--- config.mk ---
export PLATFORM = sky130hd
export DESIGN_NAME = ctc_int_ctrl_flat
export DESIGN_NICKNAME = d
export VERILOG_FILES = /design/src/rtl/ctc_pkg.sv /design/src/rtl/ctc_int_ctrl_if.sv /design/src/rtl/ctc_reti_detect.sv /design/src/rtl/ctc_int_ctrl.sv /design/src/flat_wrapper.sv
export SDC_FILE = /design/constraint.sdc
export NUM_CORES = 1
export LEC_CHECK = 0
export ABC_AREA = 1
export BUFFER_PORTS_ARGS = -buffer_cell sky130_fd_sc_hd__buf_2
export CORE_ASPECT_RATIO = 0.75
export CORE_MARGIN = 4
export CORE_UTILIZATION = 44
export DETAILED_ROUTE_END_ITERATION = 16
export PLACE_DENSITY = 0.71
export SLEW_MARGIN = 25
export SYNTH_ARGS = -nofsm -noshare
export SYNTH_HDL_FRONTEND = slang
export SYNTH_SLANG_ARGS = --single-unit
--- constraint.sdc ---
create_clock -name clk -period 1.4 [get_ports clk]
set_clock_uncertainty 0.15 [all_clocks]
set_input_delay 0.21 -clock clk [delete_from_list [all_inputs] [get_ports clk]]
set_output_delay 0.21 -clock clk [all_outputs]
set_load 0.02 [all_outputs]
--- src/rtl/ctc_pkg.sv ---
// Shared constants and types for the CTC interrupt controller slice.
package ctc_pkg;
  localparam int CTC_NUM_CH = 4;

  localparam logic [7:0] OPC_ED    = 8'hED;
  localparam logic [7:0] OPC_RETI2 = 8'h4D;

  localparam logic VEC_LSB = 1'b0;

  typedef enum logic {
    RETI_IDLE   = 1'b0,
    RETI_GOT_ED = 1'b1
  } reti_state_e;
endpackage

--- src/rtl/ctc_int_ctrl_if.sv ---
// Z80-facing bus and daisy-chain signals of the CTC interrupt controller.
interface ctc_int_ctrl_if #(parameter int DWID = 8);
  logic            m1_n;
  logic            iorq_n;
  logic            rd_n;
  logic [DWID-1:0] din;
  logic [DWID-1:0] dout;
  logic            oe_n;
  logic            iei;
  logic            ieo;
  logic            int_n;

  modport master (output m1_n, iorq_n, rd_n, din, iei,
                  input  dout, oe_n, ieo, int_n);
  modport slave  (input  m1_n, iorq_n, rd_n, din, iei,
                  output dout, oe_n, ieo, int_n);
endinterface

--- src/rtl/ctc_reti_detect.sv ---
// Watches opcode fetches on the Z80 bus and pulses reti_pulse on ED 4D.
//   state       | meaning
//   RETI_IDLE   | waiting for an ED prefix byte
//   RETI_GOT_ED | last fetched byte was ED
module ctc_reti_detect
  import ctc_pkg::*;
#(
  parameter int DWID = 8
) (
  input  logic            clk,
  input  logic            reset_n,
  input  logic            m1_n,
  input  logic            rd_n,
  input  logic            iorq_n,
  input  logic [DWID-1:0] din,
  output logic            reti_pulse
);
  reti_state_e state_q, state_d;
  logic        fetch_q, fetch_d;
  logic        fetch_pulse;

  assign fetch_d     = !m1_n && !rd_n && iorq_n;
  assign fetch_pulse = fetch_d && !fetch_q;

  always_ff @(posedge clk or negedge reset_n) begin
    if (!reset_n) begin
      state_q <= RETI_IDLE;
      fetch_q <= 1'b0;
    end else begin
      state_q <= state_d;
      fetch_q <= fetch_d;
    end
  end

  always_comb begin
    state_d    = state_q;
    reti_pulse = 1'b0;
    if (fetch_pulse) begin
      case (state_q)
        RETI_IDLE:   state_d = (din == OPC_ED) ? RETI_GOT_ED : RETI_IDLE;
        RETI_GOT_ED: begin
          if (din == OPC_RETI2) begin
            reti_pulse = 1'b1;
            state_d    = RETI_IDLE;
          end else if (din == OPC_ED) begin
            state_d = RETI_GOT_ED;
          end else begin
            state_d = RETI_IDLE;
          end
        end
        default:     state_d = RETI_IDLE;
      endcase
    end
  end
endmodule

--- src/rtl/ctc_int_ctrl.sv ---
// CTC interrupt controller: channel priority, daisy chain, vector drive, RETI retire.
module ctc_int_ctrl
  import ctc_pkg::*;
#(
  parameter int NUM_CH = CTC_NUM_CH,
  parameter int DWID   = 8
) (
  input  logic              clk,
  input  logic              reset_n,
  ctc_int_ctrl_if.slave     bus,
  input  logic [NUM_CH-1:0] ch_int_req,
  input  logic [NUM_CH-1:0] ch_sw_reset,
  input  logic              vec_we,
  input  logic [4:0]        vec_data
);
  logic [NUM_CH-1:0] pending_q, pending_d;
  logic [NUM_CH-1:0] in_service_q, in_service_d;
  logic [4:0]        vec_base_q, vec_base_d;
  logic [DWID-1:0]   dout_q, dout_d;
  logic              oe_n_q, oe_n_d;
  logic              int_n_q, int_n_d;
  logic              inta_q, inta_d;
  logic              ack_pulse;
  logic              reti_pulse;
  logic              blocked;
  logic [NUM_CH-1:0] eligible;
  logic [2:0]        sel;

  // Returns {valid, index} of the lowest set bit.
  function automatic logic [2:0] pick_lowest(input logic [NUM_CH-1:0] elig);
    logic [2:0] r;
    r = '0;
    for (int k = NUM_CH - 1; k >= 0; k--) begin
      if (elig[k]) r = {1'b1, 2'(k)};
    end
    return r;
  endfunction

  ctc_reti_detect #(.DWID(DWID)) u_reti (
    .clk        (clk),
    .reset_n    (reset_n),
    .m1_n       (bus.m1_n),
    .rd_n       (bus.rd_n),
    .iorq_n     (bus.iorq_n),
    .din        (bus.din),
    .reti_pulse (reti_pulse)
  );

  assign inta_d    = !bus.m1_n && !bus.iorq_n;
  assign ack_pulse = inta_d && !inta_q;

  // A channel is blocked by its own or any higher-priority in-service bit.
  always_comb begin
    blocked  = 1'b0;
    eligible = '0;
    for (int k = 0; k < NUM_CH; k++) begin
      blocked     = blocked | in_service_q[k];
      eligible[k] = pending_q[k] & ~blocked;
    end
  end

  assign sel = pick_lowest(eligible);

  always_comb begin
    pending_d    = pending_q;
    in_service_d = in_service_q;
    vec_base_d   = vec_we ? vec_data : vec_base_q;
    dout_d       = dout_q;
    oe_n_d       = oe_n_q;
    int_n_d      = !(bus.iei && sel[2]);

    if (reti_pulse && bus.iei) in_service_d = in_service_q & (in_service_q - 1'b1);

    if (ack_pulse && bus.iei && sel[2]) begin
      pending_d[sel[1:0]]    = 1'b0;
      in_service_d[sel[1:0]] = 1'b1;
      dout_d                 = {vec_base_q, sel[1:0], VEC_LSB};
      oe_n_d                 = 1'b0;
    end else if (!inta_d) begin
      dout_d = '0;
      oe_n_d = 1'b1;
    end

    // A new request beats a same-cycle acknowledge; software reset beats both.
    pending_d = (pending_d | ch_int_req) & ~ch_sw_reset;
  end

  always_ff @(posedge clk or negedge reset_n) begin
    if (!reset_n) begin
      pending_q    <= '0;
      in_service_q <= '0;
      vec_base_q   <= '0;
      dout_q       <= '0;
      oe_n_q       <= 1'b1;
      int_n_q      <= 1'b1;
      inta_q       <= 1'b0;
    end else begin
      pending_q    <= pending_d;
      in_service_q <= in_service_d;
      vec_base_q   <= vec_base_d;
      dout_q       <= dout_d;
      oe_n_q       <= oe_n_d;
      int_n_q      <= int_n_d;
      inta_q       <= inta_d;
    end
  end

  assign bus.dout  = dout_q;
  assign bus.oe_n  = oe_n_q;
  assign bus.int_n = int_n_q;
  assign bus.ieo   = bus.iei && !(|in_service_q) && !((|pending_q) && !bus.m1_n);
endmodule

--- src/flat_wrapper.sv ---
// flat-port wrapper written by rule: the top's interface ports become plain ports
module ctc_int_ctrl_flat import ctc_pkg::*;
#(
  parameter int NUM_CH = CTC_NUM_CH,
  parameter int DWID   = 8
)
  (clk, reset_n, ch_int_req, ch_sw_reset, vec_we, vec_data, bus_m1_n, bus_iorq_n, bus_rd_n, bus_din, bus_iei, bus_dout, bus_oe_n, bus_ieo, bus_int_n);
  ctc_int_ctrl_if #(.DWID(DWID)) bus_i ();
  input  logic clk;
  input  logic reset_n;
  input  logic [NUM_CH-1:0] ch_int_req;
  input  logic [NUM_CH-1:0] ch_sw_reset;
  input  logic vec_we;
  input  logic [4:0] vec_data;
  input wire logic [$bits(bus_i.m1_n)-1:0] bus_m1_n;
  input wire logic [$bits(bus_i.iorq_n)-1:0] bus_iorq_n;
  input wire logic [$bits(bus_i.rd_n)-1:0] bus_rd_n;
  input wire logic [$bits(bus_i.din)-1:0] bus_din;
  input wire logic [$bits(bus_i.iei)-1:0] bus_iei;
  output wire logic [$bits(bus_i.dout)-1:0] bus_dout;
  output wire logic [$bits(bus_i.oe_n)-1:0] bus_oe_n;
  output wire logic [$bits(bus_i.ieo)-1:0] bus_ieo;
  output wire logic [$bits(bus_i.int_n)-1:0] bus_int_n;
  assign bus_i.m1_n = bus_m1_n;
  assign bus_i.iorq_n = bus_iorq_n;
  assign bus_i.rd_n = bus_rd_n;
  assign bus_i.din = bus_din;
  assign bus_i.iei = bus_iei;
  assign bus_dout = bus_i.dout;
  assign bus_oe_n = bus_i.oe_n;
  assign bus_ieo = bus_i.ieo;
  assign bus_int_n = bus_i.int_n;
  ctc_int_ctrl #(.NUM_CH(NUM_CH), .DWID(DWID)) u_core (.clk(clk), .reset_n(reset_n), .bus(bus_i), .ch_int_req(ch_int_req), .ch_sw_reset(ch_sw_reset), .vec_we(vec_we), .vec_data(vec_data));
endmodule
Word level (Yosys, flattened, before mapping) --
Cells that the tools add are included. W data, S select, Z words.
Cells by class: div/mod/pow operators 0, reductions and logical operators 23, bitwise operators 19, mux-type cells 19, eq/ne operators 3, shifts and indexed selects 0, $mul 0, add/sub/neg operators 1, magnitude comparators 2
Operators with widths (count):
- $mux W8 | 2
- $logic_and A1 B1 Y1 | 13
- $and A4 B4 Y4 | 3
- $mux W3 | 4
- $mux W4 | 3
- $eq A8 B7 Y1 const B | 1
- $eq A8 B8 Y1 const B | 1
- $logic_not A1 Y1 | 8
- $mux W1 | 8
- $not A4 Y4 | 2
- $or A4 B4 Y4 | 2
- $reduce_or A4 Y1 | 2
- $not A1 Y1 | 5
- $and A1 B1 Y1 | 4
- $sub A4 B1 Y4 const B | 1
- $lt A2 B3 Y1 const B | 1
- $or A1 B1 Y1 | 3
- $demux W1 S2 | 1
- $ge A2 B1 Y1 const B | 1
- $ne A2 B2 Y1 const B | 1
- $pmux W1 S2 | 1
Storage, ports and cells: bits in latches 0, bits of input ports 28, memories kept 0, bits in writable memories 0, register bits after elaboration 26, ROM bits 0, logic and storage cells 76

Logic depth before layout (Yosys ltp) --
depth after elaboration 18, mapped depth 9, mapped depth without buffers 8

Modules after synthesis --
Synthesis repeated with hierarchy kept, for this count alone.
Unflattened totals: cells, all modules 137, area total of the unflattened synthesis 1244.9 um2
Modules (own cells, without submodules):
- ctc_int_ctrl | cells each 110, instances 1, area an instance 1087.3 um2
- ctc_reti_detect | cells each 27, instances 1, area an instance 157.7 um2

Least setup slack after synthesis --
Ideal clock, no wire load.
kind register to output, start point register u_core.pending_q[1], end point output bus_ieo, path buffers 0, data arrival time 1.161 ns, slack -0.121 ns, cell stages (with the launch flop) 4, cells stage by stage dfrtp_1 nor4_1 o21ai_0 nor3_1
On the way: cells in the longest elaborated chain, start to end 4
Ends and longest elaborated chain:
- from (decl) | RTL line ctc_int_ctrl.sv:16 | logic [NUM_CH-1:0] pending_q, pending_d;
- from (signal assigned) | RTL line ctc_int_ctrl.sv:98 | pending_q <= pending_d;
- $reduce_or A4 Y1 | RTL line ctc_int_ctrl.sv:111 | assign bus.ieo = bus.iei && !(|in_service_q) && !((|pending_q) && !bus.m1_n);
- $logic_and A1 B1 Y1 | RTL line ctc_int_ctrl.sv:111
- $logic_not A1 Y1 | RTL line ctc_int_ctrl.sv:111
- $logic_and A1 B1 Y1 | RTL line ctc_int_ctrl.sv:111
- to (decl) | RTL line flat_wrapper.sv:22 | output wire logic [$bits(bus_i.ieo)-1:0] bus_ieo;
No other way between the ends.

Worst setup path in the final report --
start point register u_core.in_service_q[1], end point register u_core.pending_q[2]
On the way: cells in the longest elaborated chain, start to end 18
Ends and longest elaborated chain:
- from (decl) | RTL line ctc_int_ctrl.sv:17 | logic [NUM_CH-1:0] in_service_q, in_service_d;
- from (signal assigned) | RTL line ctc_int_ctrl.sv:99 | in_service_q <= in_service_d;
- $or A1 B1 Y1 (*) | RTL line ctc_int_ctrl.sv:57 | blocked = blocked | in_service_q[k];
- $or A1 B1 Y1 (2 in series) | RTL line ctc_int_ctrl.sv:57
- $not A1 Y1 | RTL line ctc_int_ctrl.sv:58 | eligible[k] = pending_q[k] & ~blocked;
- $and A1 B1 Y1 | RTL line ctc_int_ctrl.sv:58
- $mux W3 (2 in series) | RTL line ctc_int_ctrl.sv:34 | if (elig[k]) r = {1'b1, 2'(k)};
- $mux W3 (*) (2 in series) | RTL line ctc_int_ctrl.sv:34
- $lt A2 B3 Y1 (not written as such) or $ge A2 B1 Y1 (tied branches) | RTL line ctc_int_ctrl.sv:75 | pending_d[sel[1:0]] = 1'b0;
- $logic_and A1 B1 Y1 (not written as such) | RTL line ctc_int_ctrl.sv:75
- $mux W1 (not written as such) | RTL line ctc_int_ctrl.sv:75
- $demux W1 S2
- $not A4 Y4 (no source line)
- $and A4 B4 Y4 (no source line)
- $mux W4 (*) | RTL line ctc_int_ctrl.sv:74 | if (ack_pulse && bus.iei && sel[2]) begin
- $or A4 B4 Y4 (*) | RTL line ctc_int_ctrl.sv:85 | pending_d = (pending_d | ch_int_req) & ~ch_sw_reset;
- $and A4 B4 Y4 (*) | RTL line ctc_int_ctrl.sv:85
- net u_core.pending_d[2] | RTL line ctc_int_ctrl.sv:16
Mark *: on every way through the listed nets, which the timed path passes. The rest lies on a longest branch. A chain may end at the register's enable or synchronous reset.

==> flow_summary.toml <==
[grt]
grt_usage = 0.190
grt_pass1_wl_mm = 5.33
grt_pass1_vias = 1172
grt_max_degree = 26
grt_antenna_before_repair = 0
overflow = 0

[die]
rows = 16
ioPinCount = 39
dieArea_sq_um = 3710
core_area_sq_um = 2640
start_util = 0.465
dieHeight_um = 53.8
die_x_um = 69.0

[layout]
multi_input_area_sq_um = 669
antenna_cells = 0
drive_above_1_share = 0.580
final_cells = 236
final_nets = 229
final-seq-area_sq_um = 628
syn2layout_area_growth_pct = 60.4
num-fill-cells = 181
mostFrequentLayoutCells = "buf_2 (36), dfrtp_1 (23), nand2_1 (16), buf_4 (16), inv_1 (14)"
final_common_cell = "buf_2"

[timing]
rsz0062_at_grt = "yes"
finalSetupViolCount = 17
final_hold_viol_count = 1
min_period_ps = 1720
fin_ws_ps = -320
fmax_mhz = 581
relSlewSlack = 0.639
fin_setup_tns_ps = -4100
fin_worst_hold_slack_ps = -4.70
slew_viol_final = 0
tightest_slew_ps = 542
post-route-period-util = 1.23

[min_path]
hold_depth = 3
min_to = "u_core.vec_base_q[4]$_DFFE_PN0P_"
min-delay-start = "vec_data[4]"
hp-class = "input port to register"

[clock_network]
clk_path_buf_depth = 2
clkTransAtPathRegs_ps = 90
cts_sinks = 25
h-tree-depth = 1
cts_tree = "yes"
clockRootBuffer = "clkbuf_8"
cts_made_buffers = 3
insertion_delay_ps = 270

[logic_synthesis]
synth_area_leaders = "dfrtp_1 (47%), nand2_1 (6.7%), nand3_2 (5.7%), inv_1 (4.9%), dfstp_2 (4.3%)"
yosysUniqueCellTypes = 26
ys_warn_count = 0
syn-num-nets = 157
yosys.area.top_type = "dfrtp_1"
synthCells = 129
synth_top_area_frac = 0.468
syn_area_per_cell_sq_um = 9.52
synth.ff_latch_count = 25
ys_seq_area_frac = 0.511
synth_area_sq_um = 1230

[placement]
dp_hpwl_mm = 2.02
globalplace.congestion = 0.836
dp.cells = 210
dp_slack_ps = -128
port-buffer-count = 37

[power]
power_frac_seq = 0.402
power.internal_mw = 1.41
vdd_drop_max_mv = 0.819
p_per_area_nw_per_um2 = 1130
report.power.total_mw = 2.23
p_sw_frac = 0.367
clock_power_share = 0.196
power.switching_uw = 819
combPwrFrac = 0.402
p_leak_nw = 0.990

[worst_setup_path]
timing.rr.end = "u_core.pending_q[2]$_DFF_PN0_"
r2r.worst_path.cells = 9
worstPathCellList = "nor2_4, buf_6, nand3_4, buf_6, a21oi_4, buf_6, nand3_4, nand2_2, a21oi_2"
max_stage_delay_ps = 410
cpMostUsedCell = "buf_6"
startpoint_type = "register"
critPathSlowestCell = "dfrtp_1"
critPathTopFamily = "buffers and inverters"
crit_fanout = 3
crit_type = "register to register"
crit_cells = 9
cp_num_buf_inv = 3
critical_path_required_ps = 1420
end_kind = "register"
worstPathArrival_ps = 1740
rrSetupSlack_ps = -320
regToRegStartpoint = "u_core.in_service_q[1]$_DFF_PN0_"

[status]
violations = "negative hold slack, negative setup slack"
status = "finished with violations"

[drt]
via_per_inst = 5.09
drc = 0
first_iter_violations = 105
totalWireLength_mm = 3.75
firstDrtPassIters = 4
detail-route-antenna-nets = 0
routedWlPerCell_um = 15.9
num_vias = 1202

[flow_run]
drv_cap = 0
## worst reg2reg max path, stage by stage, from the launching register on
cell and delay, ps:
dfrtp_1 410, nor2_4 140, buf_6 150, nand3_4 110
buf_6 150, a21oi_4 180, buf_6 130, nand3_4 80
nand2_2 90, a21oi_2 50
## power by group through the flow
stage,clock [mW],sequential [mW],combinational [mW]
after floorplan,0,0.917,0.314
after global placement,0,0.896,0.515
after detailed placement,0,0.901,0.538
after CTS,0.433,0.884,0.753
after global routing,0.464,0.904,0.963
final,0.437,0.899,0.897
## synth_stat cells
cell and number:
dfrtp_1 23, nand2_1 22, inv_1 16, nor2_1 9
nand3_2 7, o21ai_0 7, nand3_1 6, o21ai_2 6
a21oi_1 5, nand4_1 4, nand2_2 3, o21ai_1 3
dfstp_2 2, nor2_4 2, nor2_8 2, nor3_1 2
buf_4 1, buf_8 1, clkbuf_1 1, conb_1 1
inv_2 1, inv_6 1, nand3b_2 1, nor3b_2 1
nor4_1 1, o31ai_1 1
## sequential cells by signal (all words and copies together) (netlist names)
signal,flops
u_core.vec_base_q,5
u_core.u_reti.fetch_q,1
u_core.u_reti.state_q,1
u_core.inta_q,1
u_core.in_service_q,4
u_core.bus.oe_n,1
u_core.bus.dout,7
u_core.pending_q,4
u_core.bus.int_n,1
## how the worst max path moves through the flow
stage                                startpoint                              to
6_report       u_core.in_service_q[1]$_DFF_PN0_   u_core.pending_q[2]$_DFF_PN0_
5_1_grt        u_core.in_service_q[1]$_DFF_PN0_   u_core.pending_q[2]$_DFF_PN0_
4_1_cts           u_core.pending_q[2]$_DFF_PN0_                         bus_ieo
3_5_place_dp   u_core.in_service_q[1]$_DFF_PN0_   u_core.pending_q[0]$_DFF_PN0_
3_3_place_gp   u_core.in_service_q[1]$_DFF_PN0_   u_core.pending_q[1]$_DFF_PN0_
2_1_floorplan  u_core.in_service_q[0]$_DFF_PN0_  u_core.bus.dout[2]$_DFFE_PN0P_
## area by class of cell
class / count / share of cell area
multi-input combinational: 83 / 0.340
timing repair inverter: 1 / 0.00571
inverter: 18 / 0.0406
clock buffer: 3 / 0.0210
timing repair buffer: 69 / 0.249
sequential: 25 / 0.319
tap: 36 / 0.0229
clock inverter: 1 / 0.00254
## logic make-up after synthesis
logic type / after synthesis / synth area share
flops: 25 / 0.511
buf+inv: 21 / 0.0804
simple gates: 60 / 0.295
other cells: 1 / 0.00305
compound gates: 22 / 0.110
## through the flow
| stage | util | cell area [sq um] | hold slack, ps |
|---|---|---|---|
| after floorplan | - | 1230 | -236 |
| after global placement | 0.575 | 1520 | 74.8 |
| after detailed placement | 0.575 | 1520 | 76.5 |
| after CTS | 0.679 | 1800 | 0.874 |
| after global routing | 0.746 | 1970 | 15.0 |
| final | 0.746 | 1970 | -4.70 |
## metal layers
metal	global-route usage	routed length (um)	vias up
li1	-	-	567
met1	0.225	1510	576
met2	0.310	1850	50
met3	0.0560	293	9
met4	0.123	96	0
met5	0	0	-
## timing repair
item                                    CTS  global route
setup buffers                             8             7
endpoints found under the setup margin   17            18
gates cloned                              1             0
hold endpoints to repair                 29             1
gates resized for setup                  25            28
pin swaps                                 8            10
hold buffers                              7             1
No activity file was read; power rests on OpenSTA's default activity.
